## config.mk

```make
export PLATFORM = sky130hd
export DESIGN_NAME = mcu_shared_ram_arb
export DESIGN_NICKNAME = d
export VERILOG_FILES = /design/src/rtl/mcu_shared_ram_arb.sv
export SDC_FILE = /design/constraint.sdc
export NUM_CORES = 1
export LEC_CHECK = 0
export BUFFER_PORTS_ARGS = -buffer_cell sky130_fd_sc_hd__buf_2
export CORE_ASPECT_RATIO = 1.75
export CORE_MARGIN = 3
export CORE_UTILIZATION = 50
export DETAILED_ROUTE_END_ITERATION = 16
export PLACE_DENSITY = 0.84
export SLEW_MARGIN = 20
export SYNTH_ARGS = -nofsm -noshare
export SYNTH_HDL_FRONTEND = slang
export SYNTH_SLANG_ARGS = --single-unit
```

## constraint.sdc

```tcl
create_clock -name CLK_32M -period 4.49 [get_ports CLK_32M]
set_input_delay 0.449 -clock CLK_32M [delete_from_list [all_inputs] [get_ports CLK_32M]]
set_output_delay 0.449 -clock CLK_32M [all_outputs]
set_load 0.005 [all_outputs]
```

## src/rtl/mcu_shared_ram_arb.sv

```systemverilog
// mcu_shared_ram_arb
//   Arbitrates the 4 KB shared RAM between the main CPU bus and the 8051
//   MCU external-memory window. One access at a time, three cycles each:
//   IDLE (grant), ACCESS (RAM driven), COMPLETE (ack, read data valid).
//   Round-robin on ties; after reset the CPU wins the first tie.
//   Also owns the mailbox interrupt: a CPU write to INT_ADDR sets
//   ext_ram_int, and an MCU read of INT_ADDR clears it.
//
//   Optional build macro CPU_POSTED_WRITE_EN: adds a one-entry CPU write
//   buffer. A posted write is acked the cycle after it is seen. The buffer
//   then drains through normal arbitration without a second ack. CPU reads
//   wait behind a full buffer.
//
// Ports
//   CLK_32M, reset          clock, async active-high reset
//   cpu_req/we/addr/dout    CPU request (level, held until cpu_ack)
//   cpu_din, cpu_ack        CPU read data / one-cycle completion pulse
//   mcu_req/we/addr/dout    MCU request (level, held until mcu_ack)
//   mcu_din, mcu_ack        MCU read data / one-cycle completion pulse
//   mcu_stall               mcu_req & ~mcu_ack, gates the MCU clock enable
//   ram_addr/wdata/we       single-port RAM drive
//   ram_rdata               RAM read data, one cycle after ram_addr
//   ext_ram_int             mailbox interrupt to the MCU
module mcu_shared_ram_arb #(
    parameter int                ADDR_W   = 12,
    parameter logic [ADDR_W-1:0] INT_ADDR = 12'hFFF
) (
    input  logic              CLK_32M,
    input  logic              reset,
    input  logic              cpu_req,
    input  logic              cpu_we,
    input  logic [ADDR_W-1:0] cpu_addr,
    input  logic [7:0]        cpu_dout,
    output logic [7:0]        cpu_din,
    output logic              cpu_ack,
    input  logic              mcu_req,
    input  logic              mcu_we,
    input  logic [ADDR_W-1:0] mcu_addr,
    input  logic [7:0]        mcu_dout,
    output logic [7:0]        mcu_din,
    output logic              mcu_ack,
    output logic              mcu_stall,
    output logic [ADDR_W-1:0] ram_addr,
    output logic [7:0]        ram_wdata,
    output logic              ram_we,
    input  logic [7:0]        ram_rdata,
    output logic              ext_ram_int
);

    typedef enum logic [1:0] {IDLE = 2'd0, ACCESS = 2'd1, COMPLETE = 2'd2} state_t;

    state_t            state;
    logic              gnt_cpu;     // current transfer belongs to the CPU side
    logic              gnt_we;      // current transfer is a write
    logic              last_cpu;    // last grant went to the CPU
    logic [7:0]        cpu_din_q;
    logic [7:0]        mcu_din_q;

    // CPU-side request as seen by the arbiter (may be the write buffer)
    logic              cpu_arb_req;
    logic              cpu_sel_we;
    logic [ADDR_W-1:0] cpu_sel_addr;
    logic [7:0]        cpu_sel_data;
    logic              cpu_done_ack;

`ifdef CPU_POSTED_WRITE_EN
    logic              wb_full;
    logic [ADDR_W-1:0] wb_addr;
    logic [7:0]        wb_data;
    logic              post_take;

    // The ~cpu_ack term keeps a write held through its own ack from being posted twice.
    assign post_take    = cpu_req & cpu_we & ~wb_full & ~cpu_ack;
    // A full buffer always goes first, which keeps CPU reads ordered behind it.
    assign cpu_arb_req  = wb_full | (cpu_req & ~cpu_we);
    assign cpu_sel_we   = wb_full;
    assign cpu_sel_addr = wb_full ? wb_addr : cpu_addr;
    assign cpu_sel_data = wb_data;
    // Every granted CPU write is a drain and was already acked when posted.
    assign cpu_done_ack = ~gnt_we;
`else
    assign cpu_arb_req  = cpu_req;
    assign cpu_sel_we   = cpu_we;
    assign cpu_sel_addr = cpu_addr;
    assign cpu_sel_data = cpu_dout;
    assign cpu_done_ack = 1'b1;
`endif

    always_ff @(posedge CLK_32M or posedge reset) begin
        if (reset) begin
            state       <= IDLE;
            gnt_cpu     <= 1'b0;
            gnt_we      <= 1'b0;
            last_cpu    <= 1'b0;
            ram_addr    <= '0;
            ram_wdata   <= 8'h00;
            ram_we      <= 1'b0;
            cpu_din_q   <= 8'h00;
            mcu_din_q   <= 8'h00;
            cpu_ack     <= 1'b0;
            mcu_ack     <= 1'b0;
            ext_ram_int <= 1'b0;
`ifdef CPU_POSTED_WRITE_EN
            wb_full     <= 1'b0;
            wb_addr     <= '0;
            wb_data     <= 8'h00;
`endif
        end else begin
            ram_we  <= 1'b0;
            cpu_ack <= 1'b0;
            mcu_ack <= 1'b0;
            case (state)
                IDLE: begin
                    if (cpu_arb_req && (!mcu_req || !last_cpu)) begin
                        state     <= ACCESS;
                        gnt_cpu   <= 1'b1;
                        last_cpu  <= 1'b1;
                        gnt_we    <= cpu_sel_we;
                        ram_we    <= cpu_sel_we;
                        ram_addr  <= cpu_sel_addr;
                        ram_wdata <= cpu_sel_data;
                    end else if (mcu_req) begin
                        state     <= ACCESS;
                        gnt_cpu   <= 1'b0;
                        last_cpu  <= 1'b0;
                        gnt_we    <= mcu_we;
                        ram_we    <= mcu_we;
                        ram_addr  <= mcu_addr;
                        ram_wdata <= mcu_dout;
                    end
                end
                ACCESS: begin
                    // Ack and mailbox update land together at the start of COMPLETE.
                    state <= COMPLETE;
                    if (gnt_cpu) begin
                        cpu_ack <= cpu_done_ack;
                        if (gnt_we && ram_addr == INT_ADDR)
                            ext_ram_int <= 1'b1;
`ifdef CPU_POSTED_WRITE_EN
                        if (gnt_we)
                            wb_full <= 1'b0;
`endif
                    end else begin
                        mcu_ack <= 1'b1;
                        if (!gnt_we && ram_addr == INT_ADDR)
                            ext_ram_int <= 1'b0;
                    end
                end
                COMPLETE: begin
                    state <= IDLE;
                    if (!gnt_we) begin
                        if (gnt_cpu) cpu_din_q <= ram_rdata;
                        else         mcu_din_q <= ram_rdata;
                    end
                end
                default: state <= IDLE;
            endcase
`ifdef CPU_POSTED_WRITE_EN
            if (post_take) begin
                wb_full <= 1'b1;
                wb_addr <= cpu_addr;
                wb_data <= cpu_dout;
                cpu_ack <= 1'b1;
            end
`endif
        end
    end

    // RAM data only arrives in COMPLETE, the same cycle as the ack. It is
    // passed straight through there and the held copy is used afterwards.
    assign cpu_din   = (state == COMPLETE && gnt_cpu && !gnt_we)  ? ram_rdata : cpu_din_q;
    assign mcu_din   = (state == COMPLETE && !gnt_cpu && !gnt_we) ? ram_rdata : mcu_din_q;
    assign mcu_stall = mcu_req & ~mcu_ack;

endmodule

```

Word-level counts from Yosys, hierarchy flattened
Cells that the tools add are included.
{"block": "word_totals", "reg_bits": 44, "inputBits": 54, "wordCells": 61}
{"block": "classes", "n_eq_ne": 5, "n_mux": 23, "bitwise": 4, "n_reduce_logical": 18}
{"cell": "8-bit 2-to-1 mux", "n": 4}
{"cell": "12-bit 2-to-1 mux", "n": 2}
{"cell": "1-bit 2-to-1 mux", "n": 14}
{"cell": "12-bit equality test (second input constant)", "n": 1}
{"cell": "3-bit AND reduction", "n": 3}
{"cell": "1-bit logical AND", "n": 7}
{"cell": "2-bit 2-to-1 mux", "n": 2}
{"cell": "2-bit case mux with 2 select lines", "n": 1}
{"cell": "2-bit nonzero test", "n": 2}
{"cell": "1-bit zero test", "n": 3}
{"cell": "3-bit inequality test (second input constant)", "n": 1}
{"cell": "1-bit inverter", "n": 3}
{"cell": "2-bit by 1-bit equality test with 1-bit output (second input constant)", "n": 1}
{"cell": "2-bit equality test (second input constant)", "n": 1}
{"cell": "2-bit zero test", "n": 1}
{"cell": "2-bit by 1-bit inequality test with 1-bit output (second input constant)", "n": 1}
{"cell": "2-bit AND reduction", "n": 1}
{"cell": "1-bit AND", "n": 1}
{"cell": "1-bit logical OR", "n": 1}

Longest topological paths before layout
Gate-level depths: netlist of run 1.
{"block": "depth", "depth_word": 5, "depth_mapped": 5}

Worst setup path after synthesis of run 1
OpenSTA, ideal clock, no wires.
{"block": "synth_timing", "path_type": "reg2out", "startpoint": "register last_cpu (netlist name)", "endpoint": "output port mcu_din[0]", "arrival_time_ps": 1451, "t_required_ps": 4041, "setup_slack_ps": 2590, "path_stages_with_launch": 5, "path_cell_list": "dfrtp_1 -> buf_6 -> nor4b_4 -> buf_8 -> mux2_4"}
{"item": "to (decl)", "line_no": "40", "text": "output logic [7:0] mcu_din,"}

==> run_results.csv, run 1 <==
group,metric,value,unit
timing,slew_headroom,32.9,%
cts,cts_hold_buf,0,
pwr,ir_worst_vdd,0.443,mV
synth,synth.distinct_cells,26,
cts,cts_sinks,44,
timing,min_period,2.73,ns
floorplanning,core,4190,um2
final_layout,seqCellArea,1100,um2
final_layout,multiInputGateArea,1040,um2
final_layout,final_common_cell,"buf_2",
route,vias,1536,
cts,clockBufferDepth,2,
worst_setup_path,worstPathMaxFanout,16,
grt,grt_pass1_vias,1651,
timing,fin_worst_skew,0.00683,ns
floorplanning,rows,31,
final_layout,fin_cells,293,
pwr,power_density,644,nW/um2
route,wl_per_cell,15.1,um
cts,cts_tree,"done",
cts,clk_pin_slew,0.08,ns
route,ant_nets,0,
floorplanning,die_h,93.6,um
timing,finalHoldViolCount,0,
worst_setup_path,critPathCaptureType,"output pin",
worst_setup_path,slowest_delay,0.88,ns
synth,ys_ff_latch,44,
floorplanning,io_pins,95,
cts,cts_root_buffer,"clkbuf_8",
timing,finalCritPeriodShare,60.9,%
final_layout,diodes,0,
floorplanning,die_x,56.1,um
placement,placed_cells,285,
min_path,hold_class,"in -> async",
cts,htreeDepth,2,
final_layout,nFillCells,337,
final_layout,finish.utilization,67.3,%
timing,worst_pin_slew,1.01,ns
synth,syn_inst,149,
placement,port-buffer-count,94,
synth,syn-num-nets,203,
grt,grt_overflow_total,0,
final_layout,drive_gt1_share,73.0,%
timing,setup-violations-final,0,
placement,place_area,2690,um2
floorplanning,start_util,52.4,%
placement,place_congestion,0.740,
final_layout,final_cell_mix,"94 x buf_2, 61 x mux2_2, 44 x dfrtp_1, 10 x mux2_4, 7 x clkbuf_8",
synth,syn_area_per_cell,14.7,um2
run,maxCapViolations,0,
synth,seq_area_frac_synth,50.2,%
route,drc,0,
run_status,outcome,"finished clean",
cts,insertion_delay,0.29,ns
grt,grt_max_degree,45,
worst_setup_path,critPathArrivalTime,2.28,ns
placement,post-place-ws,2.08,ns
worst_setup_path,critical_path_class,"reg -> out",
route,routed_via_density,5.24,
grt,grt_pass1_wl,7290,um
timing,maxSlewViolCount,0,
final_layout,nets,297,
synth,synthesis.yosys.warnings,0,
cts,post_cts_resized,0,
grt,grt_usage,17.7,%
worst_setup_path,rr_worst_depth,3,
placement,dp_hpwl,3400,um
final_layout,fin_area,2820,um2
worst_setup_path,start_kind,"flip-flop",
worst_setup_path,r2r_end,"ram_wdata[6]$_DFFE_PP0P_",
route,totalWireLength,4410,um
worst_setup_path,crit_chain,"nor4bb_4, mux2_2, buf_2",
synth,syn-cell-area,2190,um2
worst_setup_path,startpoint,"last_cpu$_DFFE_PP0P_",
cts,numCtsBuffers,5,
timing,grt_setup_unrepaired,"no",
route,first_pass_iters,4,
floorplanning,die-area,5250,um2
final_layout,syn_to_final_growth,28.4,%
grt,antenna_found_initial,0,
cts,post_cts_buffers,0,
timing,max_freq,366,MHz
timing,finalWorstSetupSlack,1.76,ns
worst_setup_path,crit_slowest_cell,"nor4bb_4",
worst_setup_path,cp.required,4.04,ns
pwr,p_leak,1.36,nW
worst_setup_path,r2r_start,"state[0]$_DFFE_PP0P_",
timing,finalSetupTns,0,ns
route,drtIter0Drc,35,
worst_setup_path,ff2ff_setup_slack,2.45,ns
==> where the power goes <==
part	internal [mW]	switching, mW
clock network	0.196	0.126
registers	0.590	0.138
logic	0.481	0.282
==> sequential cells by signal, indices dropped and copies added, names as in the netlist <==
name         count
state            2
ram_addr        12
ext_ram_int      1
cpu_din_q        8
gnt_we           1
last_cpu         1
ram_we           1
mcu_din_q        8
ram_wdata        8
cpu_ack          1
mcu_ack          1
==> Yosys cell counts <==
cell type	count	area share (%)
a21oi_1	1	0.23
a31oi_1	1	0.29
mux2i_1	2	0.91
nor2_1	2	0.34
o41ai_1	1	0.40
nor4b_4	1	1.1
nand2b_1	1	0.29
nand4_1	3	0.86
inv_1	3	0.51
o21a_1	1	0.34
mux2_4	10	6.8
buf_6	1	0.51
buf_8	1	0.68
nand2_1	1	0.17
or4b_1	1	0.46
dfrtp_1	44	50
a21boi_2	1	0.51
nor4bb_1	1	0.46
o21ai_1	1	0.23
mux2_2	61	31
nor2b_1	2	0.57
buf_2	3	0.68
mux2_1	1	0.51
or4_1	1	0.34
buf_4	3	1.0
and2_1	1	0.29
==> layer usage <==
| metal | track usage (%) | wire, um | vias up |
|---|---|---|---|
| met5 | 0 | 0 | - |
| met4 | 5.94 | 44 | 0 |
| met3 | 4.70 | 338 | 5 |
| met2 | 32.7 | 2390 | 71 |
| met1 | 19.0 | 1640 | 729 |
| li1 | - | - | 731 |
==> worst max path at each step <==
stage                 end  slack [ns]  depth (start not counted)
2_1_floorplan  mcu_din[0]        2.59                          4
3_3_place_gp   cpu_din[7]        2.12                          3
3_5_place_dp   cpu_din[2]        2.08                          3
4_1_cts        cpu_din[2]        1.75                          3
5_1_grt        cpu_din[4]        1.57                          3
6_report       cpu_din[2]        1.76                          3
==> layout make-up <==
class | instances | area share [%]
clock inverter | 1 | 1.07
clock buffer | 7 | 3.42
tap | 49 | 2.17
timing repair buffer | 95 | 17.0
multi-input combinational | 94 | 36.9
inverter | 3 | 0.399
sequential | 44 | 39.1
==> metrics by stage <==
| stage | hold slack (ns) | power (mW) |
|---|---|---|
| after floorplan | 0.477 | 1.22 |
| after global placement | 0.485 | 1.47 |
| after detailed placement | 0.491 | 1.51 |
| after CTS | 0.378 | 1.84 |
| after global routing | 0.414 | 1.94 |
| final | 0.340 | 1.81 |
==> worst max-delay path: cells and delay by family (launching register included) <==
kind,cells,cell delay (ns)
AND/OR/NAND/NOR,1,0.88
flip-flops,1,0.57
multiplexers,1,0.42
buffers and inverters,1,0.13
==> logic make-up after synthesis <==
family / share of synthesized area, %
buffers and inverters: 3.42
AOI/OAI and AO/OA: 2.00
muxes: 39.6
DFF: 50.2
and+or+nand+nor: 4.85
(Power assumes the default switching activity.)
==> run 2: changes to the inputs <==
Settings changed: CORE_UTILIZATION 50 to 47, PLACE_DENSITY 0.84 to 0.79.
Clock period 4.49 ns to 2.7 ns, I/O delays scaled along.
==> run 2 against run 1 <==
Net effect:
- global-route usage fell by 2.6 points
- largest cell class unchanged
- total power is 63% higher
- via count down 0.59%
- register-to-register slack got worse by 1.4 ns
- critical path type unchanged
==> run_results.csv, run 2 (same netlist as run 1, synthesis figures left out) <==
group,metric,value,unit
run_status,outcome,"finished clean",
worst_setup_path,rr_worst_depth,4,
placement,dp_hpwl,3160,um
pwr,ir_worst_vdd,0.590,mV
cts,clockBufferDepth,2,
pwr,power,2.95,mW
worst_setup_path,critical_path_class,"reg -> out",
pwr,power_density,1050,nW/um2
final_layout,nFillCells,361,
cts,post_cts_buffers,0,
timing,worst_pin_slew,0.892,ns
grt,antenna_found_initial,0,
final_layout,largest_reg_flops,12,
route,ant_nets,0,
cts,cts_root_buffer,"clkbuf_8",
worst_setup_path,r2r_start,"last_cpu$_DFFE_PP0P_",
route,vias,1527,
timing,finalWorstSetupSlack,0.606,ns
cts,cts_hold_buf,0,
final_layout,final_common_cell,"buf_2",
placement,post-place-ws,0.909,ns
floorplanning,core,4440,um2
route,drtIter0Drc,23,
timing,min_period,2.09,ns
cts,htreeDepth,2,
final_layout,fin_area,2820,um2
pwr,p_leak,1.36,nW
placement,place_congestion,0.708,
cts,insertion_delay,0.29,ns
route,drc,0,
grt,grt_pass1_vias,1521,
final_layout,final_cell_mix,"94 x buf_2, 61 x mux2_2, 44 x dfrtp_1, 10 x mux2_4, 5 x clkbuf_8",
route,totalWireLength,4120,um
floorplanning,io_pins,95,
cts,cts_tree,"done",
min_path,hold_class,"in -> async",
worst_setup_path,worstPathMaxFanout,16,
cts,numCtsBuffers,5,
run,maxCapViolations,0,
grt,grt_overflow_total,0,
floorplanning,rows,32,
final_layout,multiInputGateArea,1030,um2
timing,timing.hold.ws,0.166,ns
route,wl_met1,1620,um
cts,post_cts_resized,0,
worst_setup_path,critPathArrivalTime,1.82,ns
placement,placed_cells,290,
final_layout,top_register,"ram_addr",
final_layout,diodes,0,
floorplanning,die-area,5560,um2
final_layout,fin_cells,298,
cts,cts_sinks,44,
timing,finalSetupTns,0,ns
route,wl_per_cell,13.8,um
route,first_pass_iters,2,
placement,place_area,2710,um2
worst_setup_path,ff2ff_setup_slack,1.01,ns
final_layout,finish.utilization,63.4,%
floorplanning,start_util,49.4,%
route,dr_wl_met3,345,um
timing,max_freq,477,MHz
cts,clk_pin_slew,0.08,ns
final_layout,nets,300,
timing,slew_headroom,40.4,%
worst_setup_path,r2r_end,"ram_wdata[7]$_DFFE_PP0P_",
timing,finalHoldViolCount,0,
timing,setup-violations-final,0,
worst_setup_path,cp.required,2.43,ns
route,routed_via_density,5.12,
timing,finalCritPeriodShare,77.6,%
floorplanning,die_x,57.7,um
grt,grt_usage,15.0,%
grt,grt_pass1_wl,6510,um
grt,grt_max_degree,45,
worst_setup_path,start_kind,"flip-flop",
final_layout,seqCellArea,1100,um2
timing,maxSlewViolCount,0,
timing,fin_worst_skew,0.00808,ns
final_layout,drive_gt1_share,72.9,%
floorplanning,die_h,96.4,um
final_layout,syn_to_final_growth,28.4,%
placement,port-buffer-count,94,
route,wl_met2,2080,um
worst_setup_path,critPathCaptureType,"output pin",
timing,grt_setup_unrepaired,"no",
route,dr.max_layer_used,"met4",
run 2: cell count changes in the layout (fill, tap and decap cells not counted), sizes merged:
cell / change
buf: +3
clkbuf: -1
clkinv: +1
run 2: area by class of cell:
cell class	count	area share, %
clock buffer	6	2.58
clock inverter	2	1.24
inverter	3	0.400
multi-input combinational	94	36.7
sequential	44	39.1
tap	51	2.26
timing repair buffer	98	17.8
run 2: per-layer routing:
metal / global-route usage, % / up-vias
met1: 17.7 / 712
met2: 25.9 / 71
met5: 0 / -
met3: 3.72 / 6
li1: - / 738
met4: 5.80 / 0
run 2: worst max path at each step:
stage	startpoint	to
global placement	last_cpu$_DFFE_PP0P_	cpu_din[2]
detailed placement	last_cpu$_DFFE_PP0P_	cpu_din[2]
finish	last_cpu$_DFFE_PP0P_	cpu_din[2]
CTS	last_cpu$_DFFE_PP0P_	cpu_din[2]
global route	last_cpu$_DFFE_PP0P_	cpu_din[2]
floorplan	last_cpu$_DFFE_PP0P_	mcu_din[0]
run 2: power by group:
part	leakage [nW]	internal [mW]	total, mW	switching (mW)
Clock	0.0552	0.274	0.481	0.206
Sequential	0.529	0.982	1.20	0.221
Combinational	0.777	0.810	1.27	0.457
Total	1.36	2.07	2.95	0.884
run 2: critical path, cell delays in order (launching register included):
cell and delay (ns):
dfrtp_1 0.53, nor4bb_4 0.25, buf_4 0.27, mux2_2 0.35, buf_2 0.13
